$ cat src/rtl/vigna_bus_arbiter_if.sv
// Valid/ready memory bus used by the vigna core ports and the unified memory port.
// Handshake: the master raises valid with addr/wdata/wstrb and holds all of them
// stable until it samples ready=1 on a rising edge. ready is a one-cycle completion
// pulse, and rdata is meaningful in that cycle. wstrb=0 means read.
interface vigna_bus_arbiter_if #(
  parameter int ADDR_W = 32
);
  logic              valid;
  logic              ready;
  logic [ADDR_W-1:0] addr;
  logic [31:0]       rdata;
  logic [31:0]       wdata;
  logic [3:0]        wstrb;

  // Request side: issues transactions.
  modport master (output valid, addr, wdata, wstrb, input ready, rdata);
  // Completion side: answers transactions.
  modport slave  (input valid, addr, wdata, wstrb, output ready, rdata);
endinterface

$ cat src/rtl/vigna_bus_arbiter.sv
// vigna_bus_arbiter: merges the core's instruction port (i_bus) and data port (d_bus)
// onto one memory bus (m_bus). One transaction is outstanding at a time, and
// simultaneous requests are granted round-robin. Returned read data is registered
// per port and held until that port's next completion.
// Optional feature: define VIGNA_ARB_TIMEOUT_EN to enable a watchdog. It aborts a
// transaction after TIMEOUT_CYCLES cycles without m_ready and pulses bus_err.
module vigna_bus_arbiter #(
  parameter int          ADDR_W         = 32,
  parameter int unsigned TIMEOUT_CYCLES = 255
) (
  input  logic                    clk,
  input  logic                    reset,
  vigna_bus_arbiter_if.slave      i_bus,
  vigna_bus_arbiter_if.slave      d_bus,
  vigna_bus_arbiter_if.master     m_bus,
  output logic                    bus_err,
  output logic [1:0]              dbg_state_o
);

  typedef enum logic [1:0] {
    S_IDLE = 2'd0,
    S_BUSY = 2'd1,
    S_RESP = 2'd2
  } state_t;

  // The watchdog counter is 16 bits wide, so the limit must fit in it.
  if (TIMEOUT_CYCLES < 1 || TIMEOUT_CYCLES > 65535) begin : g_bad_timeout
    $error("vigna_bus_arbiter: TIMEOUT_CYCLES must be in 1..65535");
  end

  state_t              state_q, state_d;
  logic                gnt_d_q, gnt_d_d;    // 1: data port owns the current transaction
  logic                last_d_q, last_d_d;  // 1: the most recent grant went to the data port
  logic                m_valid_q, m_valid_d;
  logic [ADDR_W-1:0]   m_addr_q, m_addr_d;
  logic [31:0]         m_wdata_q, m_wdata_d;
  logic [3:0]          m_wstrb_q, m_wstrb_d;
  logic                i_ready_q, i_ready_d;
  logic                d_ready_q, d_ready_d;
  logic [31:0]         i_rdata_q, i_rdata_d;
  logic [31:0]         d_rdata_q, d_rdata_d;
  logic                bus_err_q, bus_err_d;
  logic                pick_d;

`ifdef VIGNA_ARB_TIMEOUT_EN
  localparam logic [15:0] WAIT_LAST = 16'(TIMEOUT_CYCLES - 1);
  logic [15:0]         wait_q, wait_d;
`endif

  // Arbitration: the data port wins when it is alone, or on a tie when the
  // instruction port had the last grant.
  assign pick_d = d_bus.valid & (~i_bus.valid | ~last_d_q);

  // Next-state and registered-output logic for the IDLE/BUSY/RESP sequencer.
  always_comb begin
    state_d   = state_q;
    gnt_d_d   = gnt_d_q;
    last_d_d  = last_d_q;
    m_valid_d = m_valid_q;
    m_addr_d  = m_addr_q;
    m_wdata_d = m_wdata_q;
    m_wstrb_d = m_wstrb_q;
    i_ready_d = 1'b0;
    d_ready_d = 1'b0;
    i_rdata_d = i_rdata_q;
    d_rdata_d = d_rdata_q;
    bus_err_d = 1'b0;
`ifdef VIGNA_ARB_TIMEOUT_EN
    wait_d    = wait_q;
`endif
    unique case (state_q)
      S_IDLE: begin
        if (i_bus.valid || d_bus.valid) begin
          gnt_d_d   = pick_d;
          last_d_d  = pick_d;
          m_valid_d = 1'b1;
          m_addr_d  = pick_d ? d_bus.addr  : i_bus.addr;
          m_wdata_d = pick_d ? d_bus.wdata : i_bus.wdata;
          m_wstrb_d = pick_d ? d_bus.wstrb : i_bus.wstrb;
          state_d   = S_BUSY;
`ifdef VIGNA_ARB_TIMEOUT_EN
          wait_d    = 16'd0;
`endif
        end
      end
      S_BUSY: begin
        // m_ready always beats the watchdog when both land in the same cycle.
        if (m_bus.ready) begin
          m_valid_d = 1'b0;
          if (gnt_d_q) begin
            d_rdata_d = m_bus.rdata;
            d_ready_d = 1'b1;
          end else begin
            i_rdata_d = m_bus.rdata;
            i_ready_d = 1'b1;
          end
          state_d = S_RESP;
        end
`ifdef VIGNA_ARB_TIMEOUT_EN
        else if (wait_q == WAIT_LAST) begin
          m_valid_d = 1'b0;
          bus_err_d = 1'b1;
          if (gnt_d_q) begin
            d_rdata_d = 32'h0;
            d_ready_d = 1'b1;
          end else begin
            i_rdata_d = 32'h0;
            i_ready_d = 1'b1;
          end
          state_d = S_RESP;
        end else begin
          wait_d = wait_q + 16'd1;
        end
`endif
      end
      S_RESP: begin
        // ready/bus_err fall back to their zero defaults here.
        state_d = S_IDLE;
      end
      default: begin
        state_d = S_IDLE;
      end
    endcase
  end

  // State and output registers; reset abandons any transaction immediately.
  always_ff @(posedge clk or posedge reset) begin
    if (reset) begin
      state_q   <= S_IDLE;
      gnt_d_q   <= 1'b0;
      last_d_q  <= 1'b1;
      m_valid_q <= 1'b0;
      m_addr_q  <= '0;
      m_wdata_q <= 32'h0;
      m_wstrb_q <= 4'h0;
      i_ready_q <= 1'b0;
      d_ready_q <= 1'b0;
      i_rdata_q <= 32'h0;
      d_rdata_q <= 32'h0;
      bus_err_q <= 1'b0;
    end else begin
      state_q   <= state_d;
      gnt_d_q   <= gnt_d_d;
      last_d_q  <= last_d_d;
      m_valid_q <= m_valid_d;
      m_addr_q  <= m_addr_d;
      m_wdata_q <= m_wdata_d;
      m_wstrb_q <= m_wstrb_d;
      i_ready_q <= i_ready_d;
      d_ready_q <= d_ready_d;
      i_rdata_q <= i_rdata_d;
      d_rdata_q <= d_rdata_d;
      bus_err_q <= bus_err_d;
    end
  end

`ifdef VIGNA_ARB_TIMEOUT_EN
  // Watchdog wait counter for the current BUSY period.
  always_ff @(posedge clk or posedge reset) begin
    if (reset) begin
      wait_q <= 16'd0;
    end else begin
      wait_q <= wait_d;
    end
  end
`endif

  assign m_bus.valid = m_valid_q;
  assign m_bus.addr  = m_addr_q;
  assign m_bus.wdata = m_wdata_q;
  assign m_bus.wstrb = m_wstrb_q;
  assign i_bus.ready = i_ready_q;
  assign i_bus.rdata = i_rdata_q;
  assign d_bus.ready = d_ready_q;
  assign d_bus.rdata = d_rdata_q;
  assign bus_err     = bus_err_q;
  assign dbg_state_o = state_q;

endmodule
$ cat src/flat_wrapper.sv
// flat-port wrapper written by rule: the top's interface ports become plain ports
module vigna_bus_arbiter_flat 
#(
  parameter int          ADDR_W         = 32,
  parameter int unsigned TIMEOUT_CYCLES = 255
)
  (clk, reset, bus_err, dbg_state_o, i_bus_valid, i_bus_addr, i_bus_wdata, i_bus_wstrb, i_bus_ready, i_bus_rdata, d_bus_valid, d_bus_addr, d_bus_wdata, d_bus_wstrb, d_bus_ready, d_bus_rdata, m_bus_valid, m_bus_addr, m_bus_wdata, m_bus_wstrb, m_bus_ready, m_bus_rdata);
  vigna_bus_arbiter_if #(.ADDR_W(ADDR_W)) i_bus_i ();
  vigna_bus_arbiter_if #(.ADDR_W(ADDR_W)) d_bus_i ();
  vigna_bus_arbiter_if #(.ADDR_W(ADDR_W)) m_bus_i ();
  input  logic clk;
  input  logic reset;
  output logic bus_err;
  output logic [1:0] dbg_state_o;
  input wire logic [$bits(i_bus_i.valid)-1:0] i_bus_valid;
  input wire logic [$bits(i_bus_i.addr)-1:0] i_bus_addr;
  input wire logic [$bits(i_bus_i.wdata)-1:0] i_bus_wdata;
  input wire logic [$bits(i_bus_i.wstrb)-1:0] i_bus_wstrb;
  output wire logic [$bits(i_bus_i.ready)-1:0] i_bus_ready;
  output wire logic [$bits(i_bus_i.rdata)-1:0] i_bus_rdata;
  input wire logic [$bits(d_bus_i.valid)-1:0] d_bus_valid;
  input wire logic [$bits(d_bus_i.addr)-1:0] d_bus_addr;
  input wire logic [$bits(d_bus_i.wdata)-1:0] d_bus_wdata;
  input wire logic [$bits(d_bus_i.wstrb)-1:0] d_bus_wstrb;
  output wire logic [$bits(d_bus_i.ready)-1:0] d_bus_ready;
  output wire logic [$bits(d_bus_i.rdata)-1:0] d_bus_rdata;
  output wire logic [$bits(m_bus_i.valid)-1:0] m_bus_valid;
  output wire logic [$bits(m_bus_i.addr)-1:0] m_bus_addr;
  output wire logic [$bits(m_bus_i.wdata)-1:0] m_bus_wdata;
  output wire logic [$bits(m_bus_i.wstrb)-1:0] m_bus_wstrb;
  input wire logic [$bits(m_bus_i.ready)-1:0] m_bus_ready;
  input wire logic [$bits(m_bus_i.rdata)-1:0] m_bus_rdata;
  assign i_bus_i.valid = i_bus_valid;
  assign i_bus_i.addr = i_bus_addr;
  assign i_bus_i.wdata = i_bus_wdata;
  assign i_bus_i.wstrb = i_bus_wstrb;
  assign i_bus_ready = i_bus_i.ready;
  assign i_bus_rdata = i_bus_i.rdata;
  assign d_bus_i.valid = d_bus_valid;
  assign d_bus_i.addr = d_bus_addr;
  assign d_bus_i.wdata = d_bus_wdata;
  assign d_bus_i.wstrb = d_bus_wstrb;
  assign d_bus_ready = d_bus_i.ready;
  assign d_bus_rdata = d_bus_i.rdata;
  assign m_bus_valid = m_bus_i.valid;
  assign m_bus_addr = m_bus_i.addr;
  assign m_bus_wdata = m_bus_i.wdata;
  assign m_bus_wstrb = m_bus_i.wstrb;
  assign m_bus_i.ready = m_bus_ready;
  assign m_bus_i.rdata = m_bus_rdata;
  vigna_bus_arbiter #(.ADDR_W(ADDR_W), .TIMEOUT_CYCLES(TIMEOUT_CYCLES)) u_core (.clk(clk), .reset(reset), .i_bus(i_bus_i), .d_bus(d_bus_i), .m_bus(m_bus_i), .bus_err(bus_err), .dbg_state_o(dbg_state_o));
endmodule
$ cat config.mk
export PLATFORM = sky130hd
export DESIGN_NAME = vigna_bus_arbiter_flat
export DESIGN_NICKNAME = d
export VERILOG_FILES = /design/src/rtl/vigna_bus_arbiter_if.sv /design/src/rtl/vigna_bus_arbiter.sv /design/src/flat_wrapper.sv
export SDC_FILE = /design/constraint.sdc
export NUM_CORES = 1
export LEC_CHECK = 0
export CAP_MARGIN = 40
export CORE_UTILIZATION = 40
export CTS_CLUSTER_SIZE = 24
export DETAILED_ROUTE_END_ITERATION = 6
export HOLD_SLACK_MARGIN = 0.12
export PLACE_DENSITY = 0.81
export SLEW_MARGIN = 0
export SYNTH_ARGS = -nofsm -noshare
export SYNTH_HDL_FRONTEND = slang
export SYNTH_SLANG_ARGS = --single-unit
$ cat constraint.sdc
create_clock -name clk -period 5.4 [get_ports clk]
set_clock_uncertainty 0.05 [all_clocks]
set_input_delay 1.08 -clock clk [delete_from_list [all_inputs] [get_ports clk]]
set_output_delay 1.08 -clock clk [all_outputs]
set_load 0.01 [all_outputs]
==> metrics.md, run 1 <==
| Metric | Value |
|---|---|
| Placer Congestion | `roughly 0.77` |
| Yosys warns | `0` |
| Via-per-instance ratio | `slightly below 5` |
| Share of layout cells above drive strength 1 | `0.3295` |
| Clock Latency Late Sink | `0.41 ns` |
| Min Tclk post-route | `approximately 2.9 ns` |
| Flop pwr share | `0.333` |
| Placed Instance Area | `0.009264 mm^2` |
| P_leak | `slightly above 0.004 uW` |
| Antenna violations before repair | `0` |
| Critical path's slowest cell | `o21ai_4` |
| Max-Cap Viols | `0` |
| WHS Endpoint | `u_core.m_bus.valid` |
| Clock network power share | `0.213` |
| Crit share post-route | `0.5438` |
| Count of different cell masters after synthesis | `21` |
| Slew @ Worst Pin | `between 0.7 and 0.8 ns` |
| Diodes inserted | `0` |
| Slew HR | `0.4781` |
| Post-CTS Hold Fix Bufs | `0` |
| Nets@finish | `just under 900` |
| Clock tree buffer depth | `2` |
| Hold depth | `2` |
| Synth Net Count | `552` |
| Final core utilization | `0.6787` |
| Status | `complete, no violations` |
| Layout Cells excl Fill | `888` |
| CTS Root Cell | `clkbuf_16` |
| R2R cell count | `4` |
| Final setup vio count | `0` |
| Fmax | `between 300 and 400 MHz` |
| Worst path cell trace | `clkdlybuf4s50_1 -> o21ai_4 -> buf_4 -> mux2_2` |
| R2r endpoint | `u_core.m_bus.addr[19]` |
| Crit path largest cell delay | `0.67 ns` |
| Final Hold Viols | `0` |
| Gate power share | `0.454` |
| RSZ-0062 raised after global routing | `false` |
| Int Pwr | `approximately 3900 uW` |
| Reg2reg start | `u_core.last_d_q` |
| H-tree Lvls | `4` |
| Post-Synthesis Cells | `roughly 380` |
| CTS Buf Count | `17` |
| Initial Utilization | `0.4092` |
| Synthesized area | `between 0.005 and 0.006 mm^2` |
| Total Power | `5545 uW` |
| Die H | `123.9 um` |
| Worst Hold Launch | `u_core.m_bus.valid` |
| CTS tree | `yes` |
| Largest net degree at the start of global routing | `87` |
| Final antenna-violating net count | `0` |
| Psw | `1629 uW` |
| Crit end category | `flip-flop` |
| Drt wl/cell | `approximately 18 um` |
| # DRC | `0` |
| Initial drt markers | `80` |
| Final Routed Wirelength | `between 15 and 20 mm` |
| Clock Sinks | `between 100 and 150` |
| Register bit total from synthesis | `about 140` |
| Post-cts sizing count | `0` |
| Sw Ratio | `0.2937` |
| Row cnt | `44` |
| Core area | `0.01453 mm^2` |
| Final slew viol count | `0` |
| # IOs | `slightly above 300` |
| Hold Crit Class | `reg2reg` |
| Worst EP required | `between 5 and 6 ns` |
| Vias in the first global route | `about 4.7k` |
| Die Wd | `between 100 and 150 um` |
| Setup TNS | `0 ns` |
| Worst-path clk slew | `around 0.05 ns` |
| Startpoint types | `input pin` |
| R2R setup slack | `3.39 ns` |
| First-pass GRT wire length | `between 20 and 25 mm` |
| Die ar. | `roughly 0.015 mm^2` |
| Cell count after placement | `857` |
| 1st-pass router iterations | `4` |
| Global route overflow | `0` |
| Synthesized area per cell | `15.69 um^2` |
| DR vias | `~4.3k` |
| Sequential area share after synthesis | `0.5851` |
| Crit path arrival time | `between 3 and 4 ns` |
| Design area | `between 0.009 and 0.01 mm^2` |
| Port Buf Inserts | `309` |
| GRT Overall Usage | `0.2129` |
| Synth-to-layout area growth | `65.87%` |
| Worst-case vdd ir drop | `approximately 0.32 mV` |
| Pwr per Cell Area | `562.1 mW/mm^2` |
| Crit Path Class | `in2reg` |
| Crit Path Max Fanout | `32` |
| Post CTS Setup Buffer Count | `0` |
| Post-DP HPWL | `around 12 mm` |
cell type report:
type                            count  area (um^2)
Clock buffer                       21        460.4
Clock inverter                     10        140.1
Fill cell                        1055         4669
Inverter                            3        16.27
Multi-Input combinational cell    215         2352
Sequential cell                   139         3480
Tap cell                          184        230.2
Timing Repair Buffer              316         3186
registers in the layout, summed over array words and instances (netlist names):
| name | flops |
|---|---|
| u_core.d_bus.rdata | 32 |
| u_core.d_bus.ready | 1 |
| u_core.dbg_state_o | 2 |
| u_core.gnt_d_q | 1 |
| u_core.i_bus.rdata | 32 |
| u_core.i_bus.ready | 1 |
| u_core.last_d_q | 1 |
| u_core.m_bus.addr | 32 |
| u_core.m_bus.valid | 1 |
| u_core.m_bus.wdata | 32 |
| u_core.m_bus.wstrb | 4 |
cells in the mapped netlist:
master    count  area, um^2
mux2_2      191        2151
nand2b_1      1       6.260
o21ai_0       1       5.000
a21bo_1       1       10.01
dfrtp_1     138        3453
buf_4         1       7.510
a31oi_1       1       6.260
dfstp_2       1       26.28
buf_2        18       90.09
a21o_1        1       7.510
a21oi_1       1       5.000
buf_6         2       22.52
nand3b_1      1       7.510
mux2_1        9       101.4
nor2_1        2       7.510
o21ai_1       1       5.000
clkbuf_1      1       3.750
nor3_1        1       5.000
conb_1        1       3.750
inv_1         3       11.26
nand2_1       3       11.26
layer usage:
metal,vias up,global-route usage,routed length (um)
met5,-,0,0
met4,0,0.1004,432
met3,30,0.1149,2108
met2,212,0.3681,8247
met1,2131,0.2068,5375
li1,1976,-,-
critical path: cells and delay by family:
| family | cells | cell delay (ns) |
|---|---|---|
| muxes | 1 | 0.39 |
| AOI/OAI and AO/OA | 1 | 0.67 |
| buffers and inverters | 2 | 1.00 |
worst max-delay path by stage:
stage | startpoint | end | slack (ns)
finish | d_bus_valid | u_core.m_bus.wdata[31] | 2.46
global route | d_bus_valid | u_core.m_bus.addr[14] | 2.36
CTS | d_bus_valid | u_core.m_bus.wdata[31] | 2.46
detailed placement | d_bus_valid | u_core.m_bus.wdata[31] | 2.04
global placement | i_bus_valid | u_core.m_bus.addr[19] | 2.04
floorplan | reset | u_core.d_bus.rdata[0] | 0.55
power groups by stage:
stage / sequential [uW] / combinational [uW] / clock, uW
floorplan: 2090 / 883 / 0
global placement: 1830 / 2480 / 0
detailed placement: 1860 / 2540 / 0
CTS: 1860 / 2560 / 1200
global route: 1920 / 2680 / 1250
finish: 1850 / 2520 / 1180
cell usage in the layout, fill, tap and decap left out:
master	instances
buf_4	5
o21ai_4	1
nand2_1	3
clkbuf_16	17
nand2b_1	1
a21bo_4	1
inv_6	3
inv_1	2
dfstp_2	1
o21ai_0	1
nand3b_1	1
nor3_1	1
a21oi_1	1
buf_16	2
clkinv_2	2
nor2_2	1
a21o_1	1
mux2_2	191
mux2_1	9
conb_1	1
nor2_1	1
dfrtp_1	138
clkinvlp_4	3
bufinv_16	3
a31oi_1	1
clkbuf_8	2
clkdlybuf4s50_1	309
clkbuf_1	2
cells by family (layout without fill, tap and decap cells):
family / after synthesis / in the layout / share of synthesized area
mux: 200 / 200 / 0.3787
flops: 139 / 139 / 0.5851
buf+inv: 25 / 350 / 0.02272
simple gates: 8 / 8 / 0.006312
compound gates: 6 / 6 / 0.006521
other cells: 1 / 1 / 0.0006306
through the flow:
stage          worst slack (ns)  hold slack (ns)
2_1_floorplan            0.5471           0.4224
3_3_place_gp              2.038           0.4188
3_5_place_dp              2.036           0.4356
4_1_cts                   2.458           0.4540
5_1_grt                   2.360           0.4673
6_report                  2.464           0.4478
Note: power is estimated with default switching activity, not from simulation.
==> run 2, diff against run 1 <==
- clock period: 5.4 -> 2.9 ns (I/O delays scaled with it)
==> run 2 against run 1 <==
  * Largest power group unchanged
  * Via count increased by 0.32%
  * Core utilization rose by 0.53 points
  * Power grew 89%
  * Non-clock buffer count increased by 3
  * Sequential share of layout area down 0.28 points
  * Die area did not move
  * Worst hold slack improved by 0.0035 ns
==> metrics.md, run 2 (synthesized netlist as in run 1, its figures left out) <==
| Metric | Value |
|---|---|
| Post-DP HPWL | `12.19 mm (was 12.07 mm)` |
| Final Routed Wirelength | `16.44 mm (was 16.16 mm)` |
| Final Hold Slack | `0.4513 ns (was 0.4478 ns)` |
| Sw Ratio | `0.2992 (was 0.2937)` |
| CTS tree | `yes (unchanged)` |
| Antenna violations before repair | `0 (unchanged)` |
| First-pass GRT wire length | `24.43 mm (was 24.09 mm)` |
| Nets@finish | `868 (was 865)` |
| Worst EP required | `3.14 ns (was 5.64 ns)` |
| # IOs | `311 (unchanged)` |
| Crit path arrival time | `2.34 ns (was 3.17 ns)` |
| Psw | `3128 uW (was 1629 uW)` |
| Int Pwr | `7327 uW (was 3916 uW)` |
| Setup TNS | `0 ns (unchanged)` |
| Gate power share | `0.454 (about the same)` |
| Clock Sinks | `139 (unchanged)` |
| Port Buf Inserts | `309 (unchanged)` |
| Worst path cell trace | `clkdlybuf4s50_1 -> a21bo_4 -> buf_4 -> mux2_1 -> mux2_2 (was clkdlybuf4s50_1 -> o21ai_4 -> buf_4 -> mux2_2)` |
| Commonest non-fill, non-tap cells in the layout | `309 x clkdlybuf4s50_1, 191 x mux2_2, 138 x dfrtp_1 (unchanged)` |
| Core area | `0.01453 mm^2 (unchanged)` |
| Via-per-instance ratio | `4.891 (was 4.898)` |
| Initial drt markers | `101 (was 80)` |
| Initial Utilization | `0.4092 (unchanged)` |
| Final setup vio count | `0 (unchanged)` |
| Diodes inserted | `0 (unchanged)` |
| Die ar. | `0.01536 mm^2 (unchanged)` |
| Synth-to-layout area growth | `67.18% (was 65.87%)` |
| Startpoint types | `input pin (unchanged)` |
| Row cnt | `44 (unchanged)` |
| Final Hold Viols | `0 (unchanged)` |
| H-tree Lvls | `4 (unchanged)` |
| RSZ-0062 raised after global routing | `false (unchanged)` |
| CTS Buf Count | `17 (unchanged)` |
| Flop pwr share | `0.331 (was 0.333)` |
| Status | `complete, no violations (unchanged)` |
| # DRC | `0 (unchanged)` |
| CTS Root Cell | `clkbuf_16 (unchanged)` |
| Vias in the first global route | `4749 (was 4743)` |
| Clock Latency Late Sink | `0.41 ns (about the same)` |
| Max-Cap Viols | `0 (unchanged)` |
| Drt wl/cell | `18.43 um (was 18.20 um)` |
| Final slew viol count | `0 (unchanged)` |
| Clock tree buffer depth | `2 (unchanged)` |
| 1st-pass router iterations | `4 (unchanged)` |
| Crit Path Class | `in2reg (unchanged)` |
| Worst-case vdd ir drop | `0.7342 mV (was 0.3242 mV)` |
| Post-CTS Hold Fix Bufs | `0 (unchanged)` |
| P_leak | `0.004099 uW (was 0.004062 uW)` |
| Final antenna-violating net count | `0 (unchanged)` |
| Die Wd | `123.9 um (unchanged)` |
| Critical path's slowest cell | `clkdlybuf4s50_1 (was o21ai_4)` |
| CP Buf/Inv Count | `2 (unchanged)` |
| Most common cell after layout, fill and taps aside | `clkdlybuf4s50_1 (unchanged)` |
| GRT Overall Usage | `0.2143 (was 0.2129)` |
| Fmax | `between 400 and 500 MHz` |
| Hold Crit Class | `in2async (was reg2reg)` |
| Worst-path clk slew | `0.06 ns (was 0.05 ns)` |
| Crit share post-route | `0.7246` |
| Clock network power share | `0.215 (was 0.213)` |
| Crit path largest cell delay | `0.56 ns (was 0.67 ns)` |
| Placer Congestion | `0.7428 (was 0.7712)` |
| Largest net degree at the start of global routing | `78 (was 87)` |
| DR vias | `4363 (was 4349)` |
| Global route overflow | `0 (unchanged)` |
| Pwr per Cell Area | `1052 mW/mm^2 (was 562.1 mW/mm^2)` |
| Share of layout cells above drive strength 1 | `0.3362 (was 0.3295)` |
| Crit path max-delay family | `buffers and inverters (unchanged)` |
| Post CTS Setup Buffer Count | `0 (unchanged)` |
| Die H | `123.9 um (unchanged)` |
| Post-cts sizing count | `0 (unchanged)` |
| Min Tclk post-route | `2.101 ns` |
| Crit end category | `flip-flop (unchanged)` |
| Crit Path Max Fanout | `15 (was 32)` |
## run 2: cell types whose count changed in the layout (fill, tap and decap cells not counted)
cell | before | now
clkbuf_8 | 2 | 1
buf_16 | 2 | 0
inv_8 | 0 | 1
inv_6 | 3 | 4
clkinv_4 | 0 | 3
clkbuf_1 | 2 | 0
buf_12 | 0 | 6
buf_4 | 5 | 4
clkinv_2 | 2 | 1
## run 2: through the flow
stage	cells	setup WS (ns)	power [uW]	instance area (um^2)	util
5_1_grt	892	0.7171	11020	9942	0.6841
4_1_cts	892	0.7882	10590	9942	0.6841
6_report	892	0.7986	10450	9942	0.6841
2_1_floorplan	379	0.5357	5533	5951	-
3_3_place_gp	860	0.4174	8095	9320	0.6413
3_5_place_dp	860	0.3669	8263	9320	0.6413
## run 2: path summary, 6_finish.rpt
check	slack [ns]	from	to	depth (start not counted)
setup / recovery	0.80	i_bus_valid	u_core.m_bus.wdata[2]	5
setup reg to reg	1.01	u_core.last_d_q	u_core.m_bus.wdata[2]	4
max in group asynchronous	1.62	reset	u_core.last_d_q	3
hold reg to reg	0.45	u_core.m_bus.addr[8]	u_core.m_bus.addr[8]	1
min in group clk	0.45	u_core.m_bus.addr[8]	u_core.m_bus.addr[8]	1
hold / removal	0.45	reset	u_core.d_bus.rdata[20]	2
## run 2: cell type report
cell class,instances,area [um^2]
clock inverters,14,182.7
flip-flops and latches,139,3480
multi-input cells,215,2352
fillers,1000,4592
inverters,3,15.01
repair buffers,319,3243
clock buffers,18,439.2
well taps,184,230.2
## run 2: power by group through the flow
| stage | Combinational [uW] | Sequential, uW | Clock [uW] |
|---|---|---|---|
| after floorplan | 1640 | 3890 | 0 |
| after global placement | 4680 | 3420 | 0 |
| after detailed placement | 4780 | 3480 | 0 |
| after CTS | 4820 | 3470 | 2300 |
| after global routing | 5030 | 3590 | 2400 |
| final | 4750 | 3460 | 2250 |
## run 2: routing by layer
layer  GRT usage  routed length, um
met5           0                  0
met3     0.08242               1753
met1      0.2218               5676
met4     0.08482                350
met2      0.3875               8663
==> run 3, diff against run 2 <==
- CORE_UTILIZATION: 40 -> 36
- PLACE_DENSITY: 0.81 -> 0.77
- clock period: 2.9 -> 1.9 ns (I/O delays scaled with it)
==> run 3 against run 2 <==
  * Die area increased by 11%
  * Final cell count increased by 4.0%
  * Count of clock-buffer cells in the layout unchanged
  * Worst hold slack got worse by 0.18 ns
  * Critical path depth decreased by 1
  * Clock power increased by 60%
  * Power increased by 54%
  * Register-to-register slack got worse by 0.96 ns
  * Global-route usage decreased by 1.9 points
  * Highest routed layer unchanged
==> metrics.md, run 3 (synthesized netlist as in run 1, its figures left out) <==
| Metric | Value |
|---|---|
| Status | `complete, no violations (unchanged)` |
| Post-CTS Hold Fix Bufs | `0 (unchanged)` |
| RSZ-0062 raised after global routing | `false (unchanged)` |
| Startpoint types | `flip-flop (was input pin)` |
| Final antenna-violating net count | `0 (unchanged)` |
| Via-per-instance ratio | `4.690 (was 4.891)` |
| Pwr per Cell Area | `1601 mW/mm^2 (was 1052 mW/mm^2)` |
| Max-Cap Viols | `0 (unchanged)` |
| Int Pwr | `11330 uW (was 7327 uW)` |
| Final Hold Viols | `0 (unchanged)` |
| Worst-case vdd ir drop | `0.9737 mV (was 0.7342 mV)` |
| Hold Crit Class | `in2async (unchanged)` |
| First-pass GRT wire length | `24.81 mm (was 24.43 mm)` |
| Gate power share | `0.449 (was 0.454)` |
| H-tree Lvls | `4 (unchanged)` |
| Final Hold Slack | `0.2700 ns (was 0.4513 ns)` |
| Drt wl/cell | `17.89 um (was 18.43 um)` |
| Worst EP required | `2.15 ns (was 3.14 ns)` |
| Final setup vio count | `0 (unchanged)` |
| # IOs | `311 (unchanged)` |
| Initial drt markers | `81 (was 101)` |
| Core area | `0.01600 mm^2 (was 0.01453 mm^2)` |
| Total Power | `16090 uW (was 10450 uW)` |
| Die H | `130.5 um (was 123.9 um)` |
| Die ar. | `0.01704 mm^2 (was 0.01536 mm^2)` |
| Diodes inserted | `0 (unchanged)` |
| Min Tclk post-route | `about 1.9 ns` |
| Final slew viol count | `0 (unchanged)` |
| Vias in the first global route | `4802 (was 4749)` |
| Nets@finish | `872 (was 868)` |
| Crit end category | `flip-flop (unchanged)` |
| Antenna violations before repair | `0 (unchanged)` |
| Critical path's slowest cell | `dfstp_2 (was clkdlybuf4s50_1)` |
| GRT Overall Usage | `0.1956 (was 0.2143)` |
| Final Routed Wirelength | `16.60 mm (was 16.44 mm)` |
| Pre-CTS setup slack | `-0.2766 ns (was 0.3669 ns)` |
| # DRC | `0 (unchanged)` |
| Crit path max-delay family | `multiplexers (was buffers and inverters)` |
| Clock Sinks | `139 (unchanged)` |
| CTS Root Cell | `clkbuf_16 (unchanged)` |
| DR vias | `4352 (was 4363)` |
| Largest net degree at the start of global routing | `55 (was 78)` |
| Most common cell after layout, fill and taps aside | `clkdlybuf4s50_1 (unchanged)` |
| Worst-path clk slew | `0.06 ns (about the same)` |
| Commonest non-fill, non-tap cells in the layout | `308 x clkdlybuf4s50_1, 191 x mux2_2, 138 x dfrtp_1 (was 309 x clkdlybuf4s50_1, 191 x mux2_2, 138 x dfrtp_1)` |
| CTS Buf Count | `17 (unchanged)` |
| Final core utilization | `0.6281 (was 0.6841)` |
| Post-DP HPWL | `12.43 mm (was 12.19 mm)` |
| Global route overflow | `0 (unchanged)` |
| Psw | `4754 uW (was 3128 uW)` |
| Port Buf Inserts | `309 (unchanged)` |
| Sw Ratio | `0.2956 (was 0.2992)` |
| CTS tree | `yes (unchanged)` |
| Row cnt | `46 (was 44)` |
| Crit path largest cell delay | `0.55 ns (was 0.56 ns)` |
| Synth-to-layout area growth | `68.99% (was 67.18%)` |
| Die Wd | `130.5 um (was 123.9 um)` |
| Worst path cell trace | `a21bo_2 -> buf_12 -> mux2_2 -> mux2_2 (was clkdlybuf4s50_1 -> a21bo_4 -> buf_4 -> mux2_1 -> mux2_2)` |
| Placer Congestion | `0.7403 (was 0.7428)` |
| Crit Path Class | `reg2reg (was in2reg)` |
| 1st-pass router iterations | `4 (unchanged)` |
| CP Buf/Inv Count | `1 (was 2)` |
| Clock tree buffer depth | `2 (unchanged)` |
| Share of layout cells above drive strength 1 | `0.3399 (was 0.3362)` |
| Crit Path Max Fanout | `46 (was 15)` |
| Clock network power share | `0.223 (was 0.215)` |
| Initial Utilization | `0.3717 (was 0.4092)` |
| Layout fillers | `1226 (was 1000)` |
| Most used cell, CP | `mux2_2` |
| Crit share post-route | `0.9761` |
| Crit path arrival time | `2.10 ns (was 2.34 ns)` |
| Fmax | `539.2 MHz` |
| Clock Latency Late Sink | `0.41 ns (about the same)` |
| Flop pwr share | `0.327 (was 0.331)` |
| P_leak | `0.004150 uW (was 0.004099 uW)` |
| Worst setup margin | `0.04549 ns (was 0.7986 ns)` |
## run 3: final cells by class
| cell class | instances | area, um^2 | area share |
|---|---|---|---|
| Multi-Input combinational cell | 215 | 2346 | 0.2334 |
| Clock inverter | 14 | 211.5 | 0.02104 |
| Inverter | 3 | 15.01 | 0.001494 |
| Tap cell | 216 | 270.3 | 0.02689 |
| Clock buffer | 18 | 439.2 | 0.04370 |
| Sequential cell | 139 | 3480 | 0.3462 |
| Timing Repair Buffer | 323 | 3288 | 0.3272 |
## run 3: worst reg2reg max path, stage by stage (launching register included)
cell and delay [ns]:
dfstp_2 0.55, a21bo_2 0.19, buf_12 0.25, mux2_2 0.43, mux2_2 0.27
## run 3: path summary, 6_finish.rpt
check	slack [ns]	from	endpoint	cells past startpoint
max in group asynchronous	0.93	reset	u_core.i_bus.rdata[29]	3
min reg2reg	0.44	u_core.m_bus.valid	u_core.m_bus.valid	2
max	0.05	u_core.last_d_q	u_core.m_bus.addr[17]	4
min in group clk	0.44	u_core.m_bus.valid	u_core.m_bus.valid	2
min	0.27	reset	u_core.i_bus.rdata[22]	2
max reg2reg	0.05	u_core.last_d_q	u_core.m_bus.addr[17]	4
## run 3: layer usage
metal | vias to the layer above | share of wire | global-route usage | routed length (um)
met2 | 203 | 0.52 | 0.3529 | 8635
met1 | 2137 | 0.34 | 0.1903 | 5670
met4 | 0 | 0.023 | 0.08654 | 381
met5 | - | 0 | 0 | 0
met3 | 23 | 0.12 | 0.09080 | 1916
li1 | 1989 | - | - | -
## run 3: timing repair
item / in CTS / in global routing
endpoints found under the setup margin: 0 / 1
setup buffers: 0 / 0
resized for setup: 0 / 1
## run 3: power groups by stage
| stage | combinational (uW) | clock, uW | sequential (uW) |
|---|---|---|---|
| 3_5_place_dp | 7300 | 0 | 5310 |
| 3_3_place_gp | 7140 | 0 | 5220 |
| 5_1_grt | 7670 | 3800 | 5460 |
| 2_1_floorplan | 2510 | 0 | 5940 |
| 4_1_cts | 7340 | 3680 | 5290 |
| 6_report | 7220 | 3590 | 5270 |
## run 3: stage by stage
stage / setup TNS, ns / cell area [um^2] / instances
floorplan: -36.47 / 5951 / 379
global placement: -13.99 / 9397 / 896
detailed placement: -17.31 / 9397 / 896
CTS: 0 / 10050 / 928
global route: 0 / 10050 / 928
finish: 0 / 10050 / 928
